[src/rtl/stg_wb.sv]
// Write-back stage: registers the MO payload, drives the GP/SR/AR register-file
// write ports, counts retired instructions and halts architectural updates after a HALT.
module stg_wb #(
  parameter int P_RETIRE_W  = 48,
  parameter int HBIT_ADDR   = 47,
  parameter int HBIT_DATA   = 23,
  parameter int HBIT_OPC    = 7,
  parameter int HBIT_TGT_GP = 3,
  parameter int HBIT_TGT_SR = 3,
  parameter int HBIT_TGT_AR = 3,
  parameter logic [HBIT_OPC:0] OPC_NOP  = '0,
  parameter logic [HBIT_OPC:0] OPC_HALT = 1
) (
  input  logic                   iw_clk,
  input  logic                   iw_rst,
  input  logic [HBIT_ADDR:0]     iw_pc,
  input  logic [HBIT_DATA:0]     iw_instr,
  input  logic [HBIT_OPC:0]      iw_opc,
  input  logic [HBIT_TGT_GP:0]   iw_tgt_gp,
  input  logic                   iw_tgt_gp_we,
  input  logic [HBIT_TGT_SR:0]   iw_tgt_sr,
  input  logic                   iw_tgt_sr_we,
  input  logic [HBIT_TGT_AR:0]   iw_tgt_ar,
  input  logic                   iw_tgt_ar_we,
  input  logic [HBIT_DATA:0]     iw_result,
  input  logic [HBIT_ADDR:0]     iw_sr_result,
  input  logic [HBIT_ADDR:0]     iw_ar_result,
  input  logic                   iw_stall,
  input  logic                   iw_resume,
  output logic                   ow_gp_we,
  output logic [HBIT_TGT_GP:0]   ow_gp_addr,
  output logic [HBIT_DATA:0]     ow_gp_data,
  output logic                   ow_sr_we,
  output logic [HBIT_TGT_SR:0]   ow_sr_addr,
  output logic [HBIT_ADDR:0]     ow_sr_data,
  output logic                   ow_ar_we,
  output logic [HBIT_TGT_AR:0]   ow_ar_addr,
  output logic [HBIT_ADDR:0]     ow_ar_data,
  output logic [HBIT_ADDR:0]     ow_pc,
  output logic [HBIT_DATA:0]     ow_instr,
  output logic [HBIT_OPC:0]      ow_opc,
  output logic                   ow_retired,
  output logic [P_RETIRE_W-1:0]  ow_retire_cnt,
  output logic                   ow_halted
);

  typedef enum logic {S_RUN, S_HALT} state_t;

  state_t state;
  logic   is_halt;
  logic   is_nop;

  assign is_halt = (iw_opc == OPC_HALT);
  assign is_nop  = (iw_opc == OPC_NOP);

  // Write enables and the retire pulse default low every cycle so that a held
  // payload (stall or HALT) can never be written twice.
  always_ff @(posedge iw_clk or negedge iw_rst) begin
    if (!iw_rst) begin
      state         <= S_RUN;
      ow_gp_we      <= 1'b0;
      ow_gp_addr    <= '0;
      ow_gp_data    <= '0;
      ow_sr_we      <= 1'b0;
      ow_sr_addr    <= '0;
      ow_sr_data    <= '0;
      ow_ar_we      <= 1'b0;
      ow_ar_addr    <= '0;
      ow_ar_data    <= '0;
      ow_pc         <= '0;
      ow_instr      <= '0;
      ow_opc        <= '0;
      ow_retired    <= 1'b0;
      ow_retire_cnt <= '0;
      ow_halted     <= 1'b0;
    end else begin
      ow_gp_we   <= 1'b0;
      ow_sr_we   <= 1'b0;
      ow_ar_we   <= 1'b0;
      ow_retired <= 1'b0;
      case (state)
        S_RUN: begin
          if (!iw_stall) begin
            ow_pc      <= iw_pc;
            ow_instr   <= iw_instr;
            ow_opc     <= iw_opc;
            ow_gp_addr <= iw_tgt_gp;
            ow_gp_data <= iw_result;
            ow_sr_addr <= iw_tgt_sr;
            ow_sr_data <= iw_sr_result;
            ow_ar_addr <= iw_tgt_ar;
            ow_ar_data <= iw_ar_result;
            ow_gp_we   <= iw_tgt_gp_we & ~is_halt;
            ow_sr_we   <= iw_tgt_sr_we & ~is_halt;
            ow_ar_we   <= iw_tgt_ar_we & ~is_halt;
            if (!is_nop) begin
              ow_retired    <= 1'b1;
              ow_retire_cnt <= ow_retire_cnt + 1'b1;
            end
            if (is_halt) begin
              state     <= S_HALT;
              ow_halted <= 1'b1;
            end
          end
        end
        S_HALT: begin
          // Resume is honoured even under stall; acceptance then waits for stall to drop.
          if (iw_resume) begin
            state     <= S_RUN;
            ow_halted <= 1'b0;
          end
        end
        default: state <= S_RUN;
      endcase
    end
  end

endmodule
[config.mk]
export PLATFORM = sky130hd
export DESIGN_NAME = stg_wb
export DESIGN_NICKNAME = d
export VERILOG_FILES = /design/src/rtl/stg_wb.sv
export SDC_FILE = /design/constraint.sdc
export NUM_CORES = 1
export LEC_CHECK = 0
export BUFFER_PORTS_ARGS = -buffer_cell sky130_fd_sc_hd__buf_2
export CAP_MARGIN = 40
export CORE_ASPECT_RATIO = 1.25
export CORE_UTILIZATION = 28
export CTS_CLUSTER_SIZE = 10
export DETAILED_ROUTE_END_ITERATION = 10
export GPL_TIMING_DRIVEN = 0
export PLACE_DENSITY = 0.63
export SKIP_LAST_GASP = 1
export SLEW_MARGIN = 20
export SYNTH_ARGS = -nofsm -noshare
export SYNTH_HDL_FRONTEND = slang
export SYNTH_SLANG_ARGS = --single-unit
[constraint.sdc]
create_clock -name iw_clk -period 6.9 [get_ports iw_clk]
set_clock_uncertainty 0.15 [all_clocks]
set_input_delay 0.69 -clock iw_clk [delete_from_list [all_inputs] [get_ports iw_clk]]
set_output_delay 0.69 -clock iw_clk [all_outputs]
set_load 0.05 [all_outputs]
==> results of run 1 <==
## through the flow
stage | setup WS [ps] | total power, mW
2_1_floorplan | 4380 | 2.54
6_report | 4020 | 4.22
3_5_place_dp | 3490 | 2.88
4_1_cts | 3850 | 4.28
3_3_place_gp | 136 | 2.86
5_1_grt | 3660 | 4.39
## layout by cell type (no fill, tap or decap), types with 3 or more instances in the layout
| cell | netlist | final |
|---|---|---|
| nor3_1 | 15 | 15 |
| nand4_1 | 14 | 14 |
| dfrtp_1 | 266 | 266 |
| nor4_1 | 3 | 3 |
| buf_2 | 1 | 483 |
| nand2_1 | 18 | 18 |
| and3_1 | 5 | 5 |
| inv_1 | 8 | 8 |
| nor2_1 | 11 | 11 |
| xnor2_1 | 26 | 26 |
| nand3_1 | 14 | 14 |
| buf_16 | 0 | 3 |
| mux2_2 | 213 | 213 |
| xor2_1 | 21 | 21 |
| clkbuf_16 | 0 | 31 |
| clkbuf_1 | 23 | 25 |
## sequential cells by signal, summed over array words and instances (netlist names)
name,cells
ow_ar_data,48
ow_pc,48
ow_retire_cnt,48
ow_sr_data,48
ow_gp_data,24
ow_instr,24
ow_opc,8
ow_ar_addr,4
ow_gp_addr,4
ow_sr_addr,4
ow_ar_we,1
ow_gp_we,1
ow_halted,1
ow_retired,1
ow_sr_we,1
state,1
## kinds of logic (layout without fill, tap and decap cells)
family	after synthesis	in the layout	synth area share
AND/OR/NAND/NOR	94	94	0.0520
buffers and inverters	34	557	0.0138
other	0	1	0
adder cells (fa/ha/maj)	1	1	0.00123
AO/OA/AOI/OAI	4	4	0.00270
multiplexers	213	213	0.236
flip-flops	266	266	0.654
XOR/XNOR	47	47	0.0405
## layer usage
layer	vias up	global-route usage
li1	3345	-
met1	3592	0.170
met2	349	0.265
met3	55	0.0455
met4	0	0.0640
met5	-	0
## where the power goes
part	switching (mW)	internal (mW)	leakage (nW)	total, mW
registers	0.0957	1.71	3.17	1.81
clock network	0.575	0.794	0.392	1.37
logic	0.753	0.286	3.30	1.04
## worst max path at each step
stage	startpoint	to	slack, ps	cells past startpoint
2_1_floorplan	ow_retire_cnt[5]	ow_retire_cnt[44]	4380	8
5_1_grt	state	ow_retire_cnt[37]	3660	6
4_1_cts	state	ow_retire_cnt[37]	3850	6
3_5_place_dp	iw_stall	ow_retire_cnt[37]	3490	7
6_report	state	ow_retire_cnt[37]	4020	6
3_3_place_gp	iw_rst	ow_pc[31]	140	1
## layout make-up
| class | count | area [sq um] |
|---|---|---|
| fillers | 3415 | 21400 |
| flip-flops and latches | 266 | 6660 |
| multi-input cells | 359 | 3380 |
| repair buffers | 489 | 2550 |
| clock buffers | 34 | 797 |
| well taps | 474 | 593 |
| plain buffers | 26 | 110 |
| inverters | 8 | 30.0 |
| diodes | 1 | 2.50 |
## critical path, delay by kind of cell (launching register included)
kind / cells / cell delay (ps)
xor+xnor: 1 / 170
buf+inv: 1 / 250
simple gates: 3 / 1450
compound gates: 1 / 360
flops: 1 / 420
## repair_timing
action,in CTS,in global routing
endpoints found under the hold margin,57,0
hold buffers,1,0
buffers inserted,0,0
==> flow_metrics.env, run 1 <==
export IMPL_drv_slew=0
export IMPL_met3_length_um=2380
export IMPL_grt_pass1_wl_um=44500
export IMPL_hold_start="iw_pc[0]"
export IMPL_clock_path_buffers=3
export IMPL_core_sq_um=35600
export IMPL_yosysWarnings=0
export IMPL_num_io_pins=484
export IMPL_cts_sinks=266
export IMPL_place_inst=1620
export IMPL_antenna_found_initial=2
export IMPL_synth_top_area_share=0.654
export IMPL_clk_pin_slew_ps=60
export IMPL_drt_met1_wl_um=10400
export IMPL_min_delay_path_depth=2
export IMPL_setup_viol=0
export IMPL_post_dp_hpwl_um=22000
export IMPL_critPathLaunchType="flop"
export IMPL_synth_edf_count=0
export IMPL_hold_viol=0
export IMPL_fp_dieW_um=173
export IMPL_synth_area_leaders="dfrtp_1 65%, mux2_2 24%, xnor2_1 2.2%"
export IMPL_r2r_slack_ps=4020
export IMPL_fp_row_count=77
export IMPL_yosysTopAreaCell="dfrtp_1"
export IMPL_reg2reg_depth=6
export IMPL_first_iter_violations=188
export IMPL_cap_viol_max_count=0
export IMPL_finalInstanceArea_sq_um=14100
export IMPL_reg2reg_from="state"
export IMPL_synth_nets=879
export IMPL_synthFlopType="dfrtp_1"
export IMPL_first_global_vias=7942
export IMPL_finalCritPeriodShare=0.418
export IMPL_vias=7341
export IMPL_initial_core_util=0.286
export IMPL_drt_antenna_violating_nets=0
export IMPL_grt_usage=0.152
export IMPL_clock_fmax_mhz=347
export IMPL_synth_seq_cells=266
export IMPL_clk_latency_ps=560
export IMPL_htree_levels=1
export IMPL_root_buffer="clkbuf_16"
export IMPL_area_growth_pct=38.7
export IMPL_io_buffers=483
export IMPL_setup_tns_ps=0
export IMPL_routed_wl_um=28000
export IMPL_cts_tree="built"
export IMPL_critPathKind="flop to flop"
export IMPL_utilization=0.397
export IMPL_numCtsBuffers=30
export IMPL_critPathCaptureType="flop"
export IMPL_die_h_um=215
export IMPL_hold_class="input port to flop"
export IMPL_instances_no_fill=1657
export IMPL_cpPeakStageDelay_ps=510
export IMPL_top_layer="met4"
export IMPL_tightestPinTransition_ps=811
export IMPL_synthTopCellsByCount="266 x dfrtp_1, 213 x mux2_2, 26 x xnor2_1, 23 x clkbuf_1, 21 x xor2_1"
export IMPL_route_met2_wl_um=14300
export IMPL_worstPathCellList="nor2_2, o21ai_1, inv_1, nand4_1, nor4_1, xor2_1"
export IMPL_drive_gt1_frac=0.629
export IMPL_yosysMostFrequentCell="dfrtp_1"
export IMPL_synth_cell_types=30
export IMPL_relSlewSlack=0.455
export IMPL_synth_async_reset_ratio=1.00
export IMPL_via_per_inst=4.43
export IMPL_wl_per_cell_um=16.9
export IMPL_critPathMaxFanout=10
export IMPL_place_congestion=0.809
export IMPL_cp_arrival_ps=3210
export IMPL_grt_max_degree=80
export IMPL_rsz0062_at_grt="false"
export IMPL_syn_inst=659
export IMPL_die_area_sq_um=37100
export IMPL_yosysSeqAreaShare=0.654
export IMPL_cp_slowest_cell="nor2_2"
export IMPL_status="complete, no violations"
export IMPL_grt_overflow=0
export IMPL_synth_cell_area_sq_um=10200
export IMPL_period_needed_ps=2880
export IMPL_hold_slack_ps=210
export IMPL_dpl_instance_area_sq_um=13300
export IMPL_cp_required_ps=7230
export IMPL_drc_errors=0
export IMPL_cts_resized=0
export IMPL_fin_nets=1400
export IMPL_r2r_end="ow_retire_cnt[37]"
export IMPL_vdd_drop_max_v=0.000206
export IMPL_cellPowerDensity_nw_per_um2=299
export IMPL_synth_avg_cell_area_sq_um=15.4
export IMPL_dr_pass1_iters=4
export IMPL_p_leak_nw=6.87
export IMPL_min_to="ow_pc[0]"
Note: power is estimated with default switching activity, not from simulation.
==> run 2, diff against run 1 <==
--- a/config.mk
+++ b/config.mk
@@ -5,6 +5,7 @@
 export SDC_FILE = /design/constraint.sdc
 export NUM_CORES = 1
 export LEC_CHECK = 0
+export ABC_AREA = 1
 export BUFFER_PORTS_ARGS = -buffer_cell sky130_fd_sc_hd__buf_2
 export CAP_MARGIN = 40
 export CORE_ASPECT_RATIO = 1.25
@@ -12,7 +13,7 @@
 export CTS_CLUSTER_SIZE = 10
 export DETAILED_ROUTE_END_ITERATION = 10
 export GPL_TIMING_DRIVEN = 0
-export PLACE_DENSITY = 0.63
+export PLACE_DENSITY = 0.64
 export SKIP_LAST_GASP = 1
 export SLEW_MARGIN = 20
 export SYNTH_ARGS = -nofsm -noshare
==> constraint.sdc (replaced) <==
create_clock -name iw_clk -period 2.6 [get_ports iw_clk]
set_clock_uncertainty 0.15 [all_clocks]
set_input_delay 0.26 -clock iw_clk [delete_from_list [all_inputs] [get_ports iw_clk]]
set_output_delay 0.26 -clock iw_clk [all_outputs]
set_load 0.05 [all_outputs]
==> flow_metrics.env, run 2 <==
export IMPL_status="complete, no violations"
export IMPL_yosysWarnings=0
export IMPL_synth_cell_area_sq_um=10700
export IMPL_root_buffer="clkbuf_16"
export IMPL_switchingPower_mw=4.04
export IMPL_synthTopCellsByCount="766 x nand2_1, 266 x dfrtp_1, 72 x nor2_1, 44 x clkbuf_1, 27 x inv_1"
export IMPL_critPathLaunchType="flop"
export IMPL_io_buffers=483
export IMPL_fill_cells=3551
export IMPL_cp_required_ps=2930
export IMPL_critPathKind="flop to flop"
export IMPL_switching_share=0.352
export IMPL_critPathMaxFanout=10
export IMPL_synth_nets=1491
export IMPL_numCtsBuffers=30
export IMPL_met3_length_um=2900
export IMPL_first_iter_violations=627
export IMPL_grt_usage=0.203
export IMPL_finalCritPeriodShare=0.831
export IMPL_vdd_drop_max_v=0.000675
export IMPL_finalInstanceArea_sq_um=16800
export IMPL_synth_avg_cell_area_sq_um=8.45
export IMPL_layout_setup_ws_ps=438
export IMPL_fp_row_count=79
export IMPL_htree_levels=1
export IMPL_post_dp_hpwl_um=29000
export IMPL_routed_wl_um=40200
export IMPL_core_sq_um=37500
export IMPL_cap_viol_max_count=0
export IMPL_place_congestion=0.902
export IMPL_fin_nets=2229
export IMPL_drt_antenna_violating_nets=0
export IMPL_seqPwrFrac=0.415
export IMPL_clock_fmax_mhz=463
export IMPL_period_needed_ps=2160
export IMPL_yosysTopAreaCell="dfrtp_1"
export IMPL_yosysMostFrequentCell="nand2_1"
export IMPL_cts_resized=0
export IMPL_synth_seq_cells=266
export IMPL_layout_common_cells="766 x nand2_1, 482 x buf_2, 266 x dfrtp_1"
export IMPL_syn_inst=1271
export IMPL_cts_sinks=266
export IMPL_yosysSeqAreaShare=0.620
export IMPL_grt_max_degree=98
export IMPL_tightestPinTransition_ps=632
export IMPL_dpl_instance_area_sq_um=13900
export IMPL_dr_pass1_iters=6
export IMPL_final_seq_area_sq_um=6660
export IMPL_num_io_pins=484
export IMPL_hold_viol=0
export IMPL_synth_async_reset_ratio=1.00
export IMPL_clock_path_buffers=3
export IMPL_top_layer="met5"
export IMPL_rsz0062_at_grt="false"
export IMPL_drive_gt1_frac=0.265
export IMPL_critPathCaptureType="flop"
export IMPL_antenna_found_initial=2
export IMPL_clkPwrFrac=0.323
export IMPL_fp_dieW_um=177
export IMPL_drv_slew=0
export IMPL_place_ws_ps=234
export IMPL_grt_overflow=0
export IMPL_hold_slack_ps=144
export IMPL_cts_tree="built"
export IMPL_clk_pin_slew_ps=60
export IMPL_grt_pass1_wl_um=62100
export IMPL_internal_power_mw=7.44
export IMPL_drc_errors=0
export IMPL_layout_commonest_cell="nand2_1"
export IMPL_cellPowerDensity_nw_per_um2=682
export IMPL_route_met2_wl_um=19900
export IMPL_utilization=0.450
export IMPL_relSlewSlack=0.579
export IMPL_via_per_inst=4.50
export IMPL_area_growth_pct=56.9
export IMPL_wl_per_cell_um=16.1
export IMPL_setup_viol=0
export IMPL_pwr_share_comb=0.262
export IMPL_synth_cell_types=22
export IMPL_synth_top_area_share=0.620
export IMPL_synth_area_leaders="dfrtp_1 62%, nand2_1 27%, nor2_1 2.5%"
export IMPL_synthFlopType="dfrtp_1"
export IMPL_die_area_sq_um=39100
export IMPL_drt_met1_wl_um=15200
export IMPL_setup_tns_ps=0
export IMPL_cp_arrival_ps=2500
export IMPL_clk_latency_ps=550
export IMPL_vias=11200
export IMPL_multi_input_area_sq_um=3790
export IMPL_p_leak_nw=9.19
export IMPL_initial_core_util=0.287
export IMPL_first_global_vias=11700
export IMPL_die_h_um=221
export IMPL_hold_class="input port to flop"
export IMPL_synth_edf_count=0
==> run 2: changes by cell type in the layout (fill, tap and decap cells not counted), sizes merged, moves of 6 or more <==
cell,delta
nand3b,+12
inv,+21
xnor2,-13
dlygate4sd3,+217
clkbuf,+21
nor2,+69
nor3,-14
mux2,-213
nand2,+748
nand4,-6
==> run 2: path summary, 6_finish.rpt <==
kind | start | end | slack, ps | depth (start not counted)
hold reg to reg | ow_ar_data[28] | ow_ar_data[28] | 310 | 2
setup reg to reg | state | ow_ar_data[3] | 440 | 6
setup / recovery | state | ow_ar_data[3] | 440 | 6
max in group asynchronous | iw_rst | ow_sr_data[24] | 1230 | 3
hold / removal | iw_stall | ow_gp_addr[1] | 140 | 5
min in group asynchronous | iw_rst | ow_retire_cnt[3] | 150 | 2
==> run 2: cell families after synthesis <==
family,after synthesis,share of synthesized area
AO/OA/AOI/OAI,3,0.00140
flip-flops,266,0.620
XOR/XNOR,30,0.0245
buffers and inverters,76,0.0269
AND/OR/NAND/NOR,895,0.326
adder cells (fa/ha/maj),1,0.00117
==> run 2: per-layer routing <==
metal  vias up  GRT usage
met5         -          0
met4         2      0.105
met3       128     0.0414
met2       516      0.358
met1      5259      0.227
li1       5338          -
==> run 2: final cells by class <==
class                      count  share of cell area
tap                          486              0.0361
buffer                        47              0.0107
inverter                      29             0.00646
clock buffer                  34              0.0473
timing repair buffer         706               0.279
sequential                   266               0.395
antenna                        1            0.000149
multi-input combinational    929               0.225
==> run 2: worst max-delay path: stages, from the launching register on <==
cell      delay, ps
dfrtp_1         420
nor2_4          310
clkbuf_1        350
buf_8           190
clkbuf_1        440
nand2_1         110
nand2_1         100
==> run 2: power by group through the flow <==
stage	Sequential [mW]	Combinational (mW)	Clock [mW]
floorplan	6.15	0.476	0
global placement	4.81	2.70	0
CTS	4.76	3.00	3.81
finish	4.77	3.01	3.71
detailed placement	4.82	2.74	0
global route	4.82	3.19	3.95
==> run 2: per-stage QoR <==
step                cells  power [mW]
finish               2498        11.5
global route         2498        12.0
CTS                  2496        11.6
detailed placement   2244        7.57
global placement     2240        7.51
floorplan            1271        6.62
==> run 2: repair_timing <==
item	CTS	global route
hold buffers	218	0
hold endpoints to repair	295	0
setup buffers	0	0
setup endpoints to repair	0	0
